===== src/rtl/watch_time_counter.sv =====
// watch_time_counter
// Keeps watch time as centiseconds, seconds, minutes and hours, advanced by
// a single-cycle tick at TICK_FREQ. Supports run/stop, clear, parallel load
// with range checking, and per-field increment pulses.
//
// Ports:
//   clk          system clock
//   reset        synchronous active-low reset
//   i_tick       1-cycle tick pulse at TICK_FREQ
//   i_run        level, 1 = count ticks, 0 = hold
//   i_clear      1-cycle pulse, return to INIT_HOUR:00:00.00
//   i_load       1-cycle pulse, load i_set_hour/min/sec (csec -> 0)
//   i_set_hour   hour load value (values > 23 load 0)
//   i_set_min    minute load value (values > 59 load 0)
//   i_set_sec    second load value (values > 59 load 0)
//   i_inc_hour   1-cycle pulse, hour + 1 with wrap
//   i_inc_min    1-cycle pulse, minute + 1 with wrap (no carry into hour)
//   o_csec       centiseconds 0..TICK_FREQ-1
//   o_sec        seconds 0..59
//   o_min        minutes 0..59
//   o_hour       hours 0..23
//   o_sec_pulse  1-cycle pulse when a tick carries into seconds
//   o_day_pulse  1-cycle pulse when a tick carry wraps hours 23 -> 0
//   o_load_err   1-cycle pulse when a load had an out-of-range field
module watch_time_counter #(
    parameter int TICK_FREQ = 100,
    parameter int INIT_HOUR = 12
) (
    input  logic       clk,
    input  logic       reset,
    input  logic       i_tick,
    input  logic       i_run,
    input  logic       i_clear,
    input  logic       i_load,
    input  logic [4:0] i_set_hour,
    input  logic [5:0] i_set_min,
    input  logic [5:0] i_set_sec,
    input  logic       i_inc_hour,
    input  logic       i_inc_min,
    output logic [6:0] o_csec,
    output logic [5:0] o_sec,
    output logic [5:0] o_min,
    output logic [4:0] o_hour,
    output logic       o_sec_pulse,
    output logic       o_day_pulse,
    output logic       o_load_err
);

    localparam logic [6:0] CSEC_LAST = 7'(TICK_FREQ - 1);
    localparam logic [4:0] HOUR_INIT = 5'(INIT_HOUR);
    localparam logic [4:0] HOUR_LAST = 5'd23;
    localparam logic [5:0] MS_LAST   = 6'd59;

    logic [6:0] csec_d;
    logic [5:0] sec_d;
    logic [5:0] min_d;
    logic [4:0] hour_d;
    logic       sec_pulse_d;
    logic       day_pulse_d;
    logic       load_err_d;

    logic       hour_bad;
    logic       min_bad;
    logic       sec_bad;

    assign hour_bad = (i_set_hour > HOUR_LAST);
    assign min_bad  = (i_set_min  > MS_LAST);
    assign sec_bad  = (i_set_sec  > MS_LAST);

    // Next-state logic. Events are mutually exclusive by priority:
    // clear > load > increments > counted tick. A tick that coincides with
    // any higher-priority event is simply dropped.
    always_comb begin
        // NOTE: every output of this block gets a default first so no path
        // leaves a value unassigned, which would otherwise infer a latch.
        csec_d      = o_csec;
        sec_d       = o_sec;
        min_d       = o_min;
        hour_d      = o_hour;
        sec_pulse_d = 1'b0;
        day_pulse_d = 1'b0;
        load_err_d  = 1'b0;

        if (i_clear) begin
            csec_d = '0;
            sec_d  = '0;
            min_d  = '0;
            hour_d = HOUR_INIT;
        end else if (i_load) begin
            csec_d     = '0;
            hour_d     = hour_bad ? 5'd0 : i_set_hour;
            min_d      = min_bad  ? 6'd0 : i_set_min;
            sec_d      = sec_bad  ? 6'd0 : i_set_sec;
            load_err_d = hour_bad | min_bad | sec_bad;
        end else if (i_inc_hour || i_inc_min) begin
            // Manual setting: each field wraps on its own, no carry.
            if (i_inc_hour) begin
                hour_d = (o_hour == HOUR_LAST) ? 5'd0 : o_hour + 5'd1;
            end
            if (i_inc_min) begin
                min_d = (o_min == MS_LAST) ? 6'd0 : o_min + 6'd1;
            end
        end else if (i_tick && i_run) begin
            // Full ripple resolves in one cycle.
            if (o_csec == CSEC_LAST) begin
                csec_d      = '0;
                sec_pulse_d = 1'b1;
                if (o_sec == MS_LAST) begin
                    sec_d = '0;
                    if (o_min == MS_LAST) begin
                        min_d = '0;
                        if (o_hour == HOUR_LAST) begin
                            hour_d      = '0;
                            day_pulse_d = 1'b1;
                        end else begin
                            hour_d = o_hour + 5'd1;
                        end
                    end else begin
                        min_d = o_min + 6'd1;
                    end
                end else begin
                    sec_d = o_sec + 6'd1;
                end
            end else begin
                csec_d = o_csec + 7'd1;
            end
        end
    end

    // NOTE: reset is sampled on the clock edge (synchronous) and state is
    // updated with non-blocking assignments so all fields change together.
    always_ff @(posedge clk) begin
        if (!reset) begin
            o_csec      <= '0;
            o_sec       <= '0;
            o_min       <= '0;
            o_hour      <= HOUR_INIT;
            o_sec_pulse <= 1'b0;
            o_day_pulse <= 1'b0;
            o_load_err  <= 1'b0;
        end else begin
            o_csec      <= csec_d;
            o_sec       <= sec_d;
            o_min       <= min_d;
            o_hour      <= hour_d;
            o_sec_pulse <= sec_pulse_d;
            o_day_pulse <= day_pulse_d;
            o_load_err  <= load_err_d;
        end
    end

endmodule


===== config.mk =====
export PLATFORM = sky130hd
export DESIGN_NAME = watch_time_counter
export DESIGN_NICKNAME = d
export VERILOG_FILES = /design/src/rtl/watch_time_counter.sv
export SDC_FILE = /design/constraint.sdc
export NUM_CORES = 1
export LEC_CHECK = 0
export ABC_AREA = 0
export BUFFER_PORTS_ARGS = -buffer_cell sky130_fd_sc_hd__buf_4
export CORE_MARGIN = 2
export CORE_UTILIZATION = 50
export CTS_CLUSTER_SIZE = 28
export DETAILED_ROUTE_END_ITERATION = 12
export PLACE_DENSITY = 0.89
export SYNTH_ARGS = -nofsm -noshare
export SYNTH_HDL_FRONTEND = slang
export SYNTH_SLANG_ARGS = --single-unit

===== constraint.sdc =====
create_clock -name clk -period 6.3 [get_ports clk]
set_clock_uncertainty 0.15 [all_clocks]
set_input_delay 0.945 -clock clk [delete_from_list [all_inputs] [get_ports clk]]
set_output_delay 0.945 -clock clk [all_outputs]
set_load 0.005 [all_outputs]

# Yosys cells after proc, flatten, opt, wreduce, memory -nomap -nowiden
# Cells that the tools add are included.
[word_totals]
latch_bits = 0
mem_bits_rw = 0
memories = 0
input_bits = 25
regBits = 27
word_cells = 73
romBits = 0
out_inout_bits = 27
[op_classes]
n_lt_le_gt_ge = 3
muxes = 26
n_shift = 0
n_eq_ne = 7
mul = 0
reduce_logical = 17
n_addsub = 4
div_mod_pow = 0
n_bitwise = 9
[op_table]
columns = ["operator", "count"]
rows = [
  ["$mux 6", 14],
  ["$mux 5", 9],
  ["$add 6x1->6 const B", 2],
  ["$eq 6x6->1 const B", 2],
  ["$gt 6x6->1 const B", 2],
  ["$reduce_bool 3->1", 4],
  ["$reduce_or 8->1", 1],
  ["$add 7x1->7 const B", 1],
  ["$eq 7x7->1 const B", 1],
  ["$mux 7", 1],
  ["$not 1->1", 7],
  ["$ne 3x3->1 const B", 2],
  ["$reduce_or 3->1", 2],
  ["$add 5x1->5 const B", 1],
  ["$eq 5x5->1 const B", 1],
  ["$gt 5x5->1 const B", 1],
  ["$reduce_and 5->1", 1],
  ["$reduce_or 5->1", 1],
  ["$reduce_and 4->1", 1],
  ["$reduce_bool 2->1", 2],
  ["$reduce_and 3->1", 1],
  ["$mux 1", 2],
  ["$ne 2x2->1 const B", 1],
  ["$or 1x1->1", 2],
  ["4 further kinds", 4],
]

# Depth between registers and ports, before layout
[depth]
word_depth = 8
ltp_mapped = 6

# Worst setup path after synthesis
# OpenSTA, ideal clock, no wires.
[synth_timing]
path_kind = "input port to flip-flop"
from = "input port i_inc_hour"
to = "register o_sec[0]"
arrival_time_ns = 2.505
required_time_ns = 6.083
setup_slack_ns = 3.578
path_buffers = 1
setup_ns = 0.067
cell_stages = 6
path_cell_list = "nor4bb_1 > clkbuf_1 > or3b_4 > or3_1 > a21o_1 > a21oi_2"
[synth_via]
elab_chain_cells = 3
[synth_rtl]
columns = ["item", "line", "text"]
rows = [
  ["start, declared", "38", "input logic i_inc_hour,"],
  ["$logic_or 1x1->1", "95", "end else if (i_inc_hour || i_inc_min) begin"],
  ["$ne 2x2->1 (no source line)", "--", ""],
  ["$reduce_and 3->1 (no source line)", "--", ""],
  ["end signal, assigned", "135", "o_sec <= '0;"],
  ["end signal, assigned", "143", "o_sec <= sec_d;"],
  ["end, declared", "41", "output logic [5:0] o_sec,"],
]
# No other way between the ends.
# A chain may end at the register's enable or synchronous reset.

# Final worst setup path
# Ends and elaborated chain as after synthesis.

==> impl_metrics.csv <==
group,metric,value,unit
floorplanning,start_util,51.94,%
timing,tightestPinTransition,0.6707,ns
floorplanning,die_w,60.09,um
synth,synth_edf_count,0,
final_layout,drive_gt1_share,25.91,%
synth,yosysSeqAreaShare,34.37,%
timing,rsz0062_at_grt,"false",
global_route,grt-ovfl-total,0,
route,drt-total-wl,3.847,mm
setup_path,reg2reg_slack,3.94,ns
setup_path,cp-end-kind,"flip-flop",
route,vias,1678,
min_path,holdPathEnd,"o_csec[5]",
synth,syn_inst,198,
setup_path,crit_type,"input pin to flip-flop",
final_layout,num-fill-cells,269,
route,avgViaCountPerCell,5.766,
final_layout,area_delta_synth_final,28.40,%
synth,synth_cell_types,46,
timing,period_share,39.16,%
setup_path,reg2reg_to,"o_hour[2]",
setup_path,reg2reg_depth,5,
clocking,clock_latency,0.34,ns
min_path,min_path_type,"flip-flop to flip-flop",
final_layout,final_common_cell,"buf_4",
setup_path,rr_startpoint,"o_csec[3]",
floorplanning,die-area,3610,um2
final_layout,seq_area,540.5,um2
global_route,grt_max_degree,46,
setup_path,cp_max_fo,8,
setup_path,critPathArrivalTime,2.59,ns
route,routedWlPerCell,13.22,um
floorplanning,core_area,3028,um2
status,outcome,"complete, no violations",
clocking,post_cts_buffers,0,
power_and_ir_drop,leakage,0.7963,nW
route,drcViolationCount,0,
clocking,cts_tree,"yes",
global_route,grt_pass1_vias,1393,
clocking,numCtsBuffers,3,
synth,synth_area,1573,um2
timing,setup_viol,0,
min_path,worstHoldStart,"o_csec[5]",
synth,synthArstFlopShare,0,%
timing,holdWs,0.3648,ns
clocking,cts.sinks,27,
final_layout,antenna_cells,0,
flow_run,maxCapViolations,0,
global_route,antenna_found_initial,0,
floorplanning,std_cell_rows,20,
final_layout,multi_input_area,998.5,um2
floorplanning,die_y,60.09,um
timing,hold_viol_final,0,
synth,syn_nets,227,
min_path,min_path_cells,2,
clocking,cts_root_buf,"clkbuf_4",
clocking,cts_hold_buf,0,
clocking,htreeDepth,1,
synth,avgSynthCellArea,7.943,um2
route,final_antenna_net_count,0,
placement,hpwl,2.834,mm
global_route,grt_pass1_wl,6.037,mm
clocking,cts_resized,0,
synth,synth_seq_cells,27,
final_layout,nets,277,
route,dr.pass1.iters,5,
clocking,clock_path_buffers,2,
timing,period_minus_slack,2.467,ns
timing,slew_violations,0,
timing,fmax,405.4,MHz
placement,port_buffers,51,
synth,ys.warnings.count,0,
setup_path,required,6.43,ns
power_and_ir_drop,ir_drop,0.08508,mV
timing,tns,0,ns
global_route,gr-usage-all-layers,21.68,%
final_layout,final_cell_mix,"buf_4 (52), nand2_1 (27), dfxtp_1 (27)",
timing,worst_slew_margin_rel,55.02,%
route,initialDrtViolationCount,92,
synth,synth_flop_cell,"dfxtp_1",
power_and_ir_drop,power.density,156.2,nW/um2
setup_path,cp-start-kind,"input pin",
placement,gp_congestion,0.8588,
floorplanning,ioPinCount,52,
clocking,clkTransAtPathRegs,0.15,ns
==> through the flow <==
step / utilization (%) / setup WS (ns) / cells / cell area, um2 / total power [W]
3_3_place_gp: 65.79 / 3.494 / 287 / 1992 / 0.0002371
4_1_cts: 66.69 / 3.828 / 291 / 2019 / 0.0003150
5_1_grt: 66.69 / 3.709 / 291 / 2019 / 0.0003304
6_report: 66.69 / 3.833 / 291 / 2019 / 0.0003155
3_5_place_dp: 65.79 / 3.474 / 287 / 1992 / 0.0002383
2_1_floorplan: - / 3.578 / 198 / 1573 / 0.0002115
==> critical path: stages <==
cell,delay (ns)
buf_4,0.12
nor4bb_1,0.26
buf_4,0.20
or3b_4,0.41
or3_1,0.35
a21o_1,0.19
a21oi_2,0.12
==> flip-flops by register name, indices dropped and copies added, names as in the netlist <==
register and count:
o_min 6, o_day_pulse 1, o_hour 5, o_load_err 1, o_sec 6, o_csec 7, o_sec_pulse 1
==> cells in the mapped netlist, drive strengths merged (5+ instances only) <==
| cell type | number | area share (%) |
|---|---|---|
| nand2 | 27 | 6.4 |
| a21oi | 12 | 4.3 |
| a31oi | 6 | 2.4 |
| o21ai | 10 | 3.2 |
| nor2 | 19 | 4.5 |
| nand2b | 6 | 2.4 |
| clkbuf | 7 | 1.7 |
| dfxtp | 27 | 34 |
| nand4 | 5 | 2.0 |
| nor3 | 7 | 2.2 |
| a211oi | 9 | 4.3 |
| nand3 | 13 | 4.1 |
==> how the worst max path moves through the flow <==
stage                     to  slack (ns)  cells past startpoint  startpoint
floorplan           o_sec[0]        3.58                      6  i_inc_hour
CTS                 o_sec[0]        3.83                      7  i_inc_hour
detailed placement  o_sec[0]        3.47                      7  i_inc_hour
global route        o_sec[3]        3.71                      7  i_inc_hour
global placement    o_sec[3]        3.49                      7  i_inc_hour
finish              o_sec[0]        3.83                      7  i_inc_hour
==> layer usage <==
| layer | track usage [%] | routed length [um] | share of wire [%] | vias up |
|---|---|---|---|---|
| met2 | 34.63 | 1735 | 45 | 65 |
| li1 | - | - | - | 852 |
| met3 | 2.814 | 258 | 6.7 | 4 |
| met1 | 30.58 | 1829 | 48 | 757 |
| met5 | 0 | 0 | 0 | - |
| met4 | 5.714 | 23 | 0.60 | 0 |
==> report_power, final <==
part	leakage, nW	internal (W)	switching (W)	total, W
clock	0.0177	0.0000239	0.0000566	0.0000805
combinational	0.559	0.0000278	0.0000254	0.0000532
sequential	0.219	0.000176	0.00000621	0.000182
==> cell type report <==
class	instances	area share [%]
Tap cell	44	2.726
Inverter	2	0.3717
Clock inverter	1	0.2478
Timing Repair Buffer	52	19.33
Clock buffer	3	1.115
Multi-Input combinational cell	162	49.44
Sequential cell	27	26.77
==> cell families (layout without fill, tap and decap cells) <==
| logic type | count (synthesis) | count (layout) | synth area share [%] |
|---|---|---|---|
| AND/OR/NAND/NOR | 96 | 96 | 31.98 |
| AO/OA/AOI/OAI | 54 | 54 | 23.47 |
| flip-flops | 27 | 27 | 34.37 |
| buffers and inverters | 9 | 58 | 2.148 |
| adder cells (fa/ha/maj) | 4 | 4 | 3.182 |
| XOR/XNOR | 4 | 4 | 2.228 |
| multiplexers | 4 | 4 | 2.625 |
Note: power is estimated with default switching activity, not from simulation.
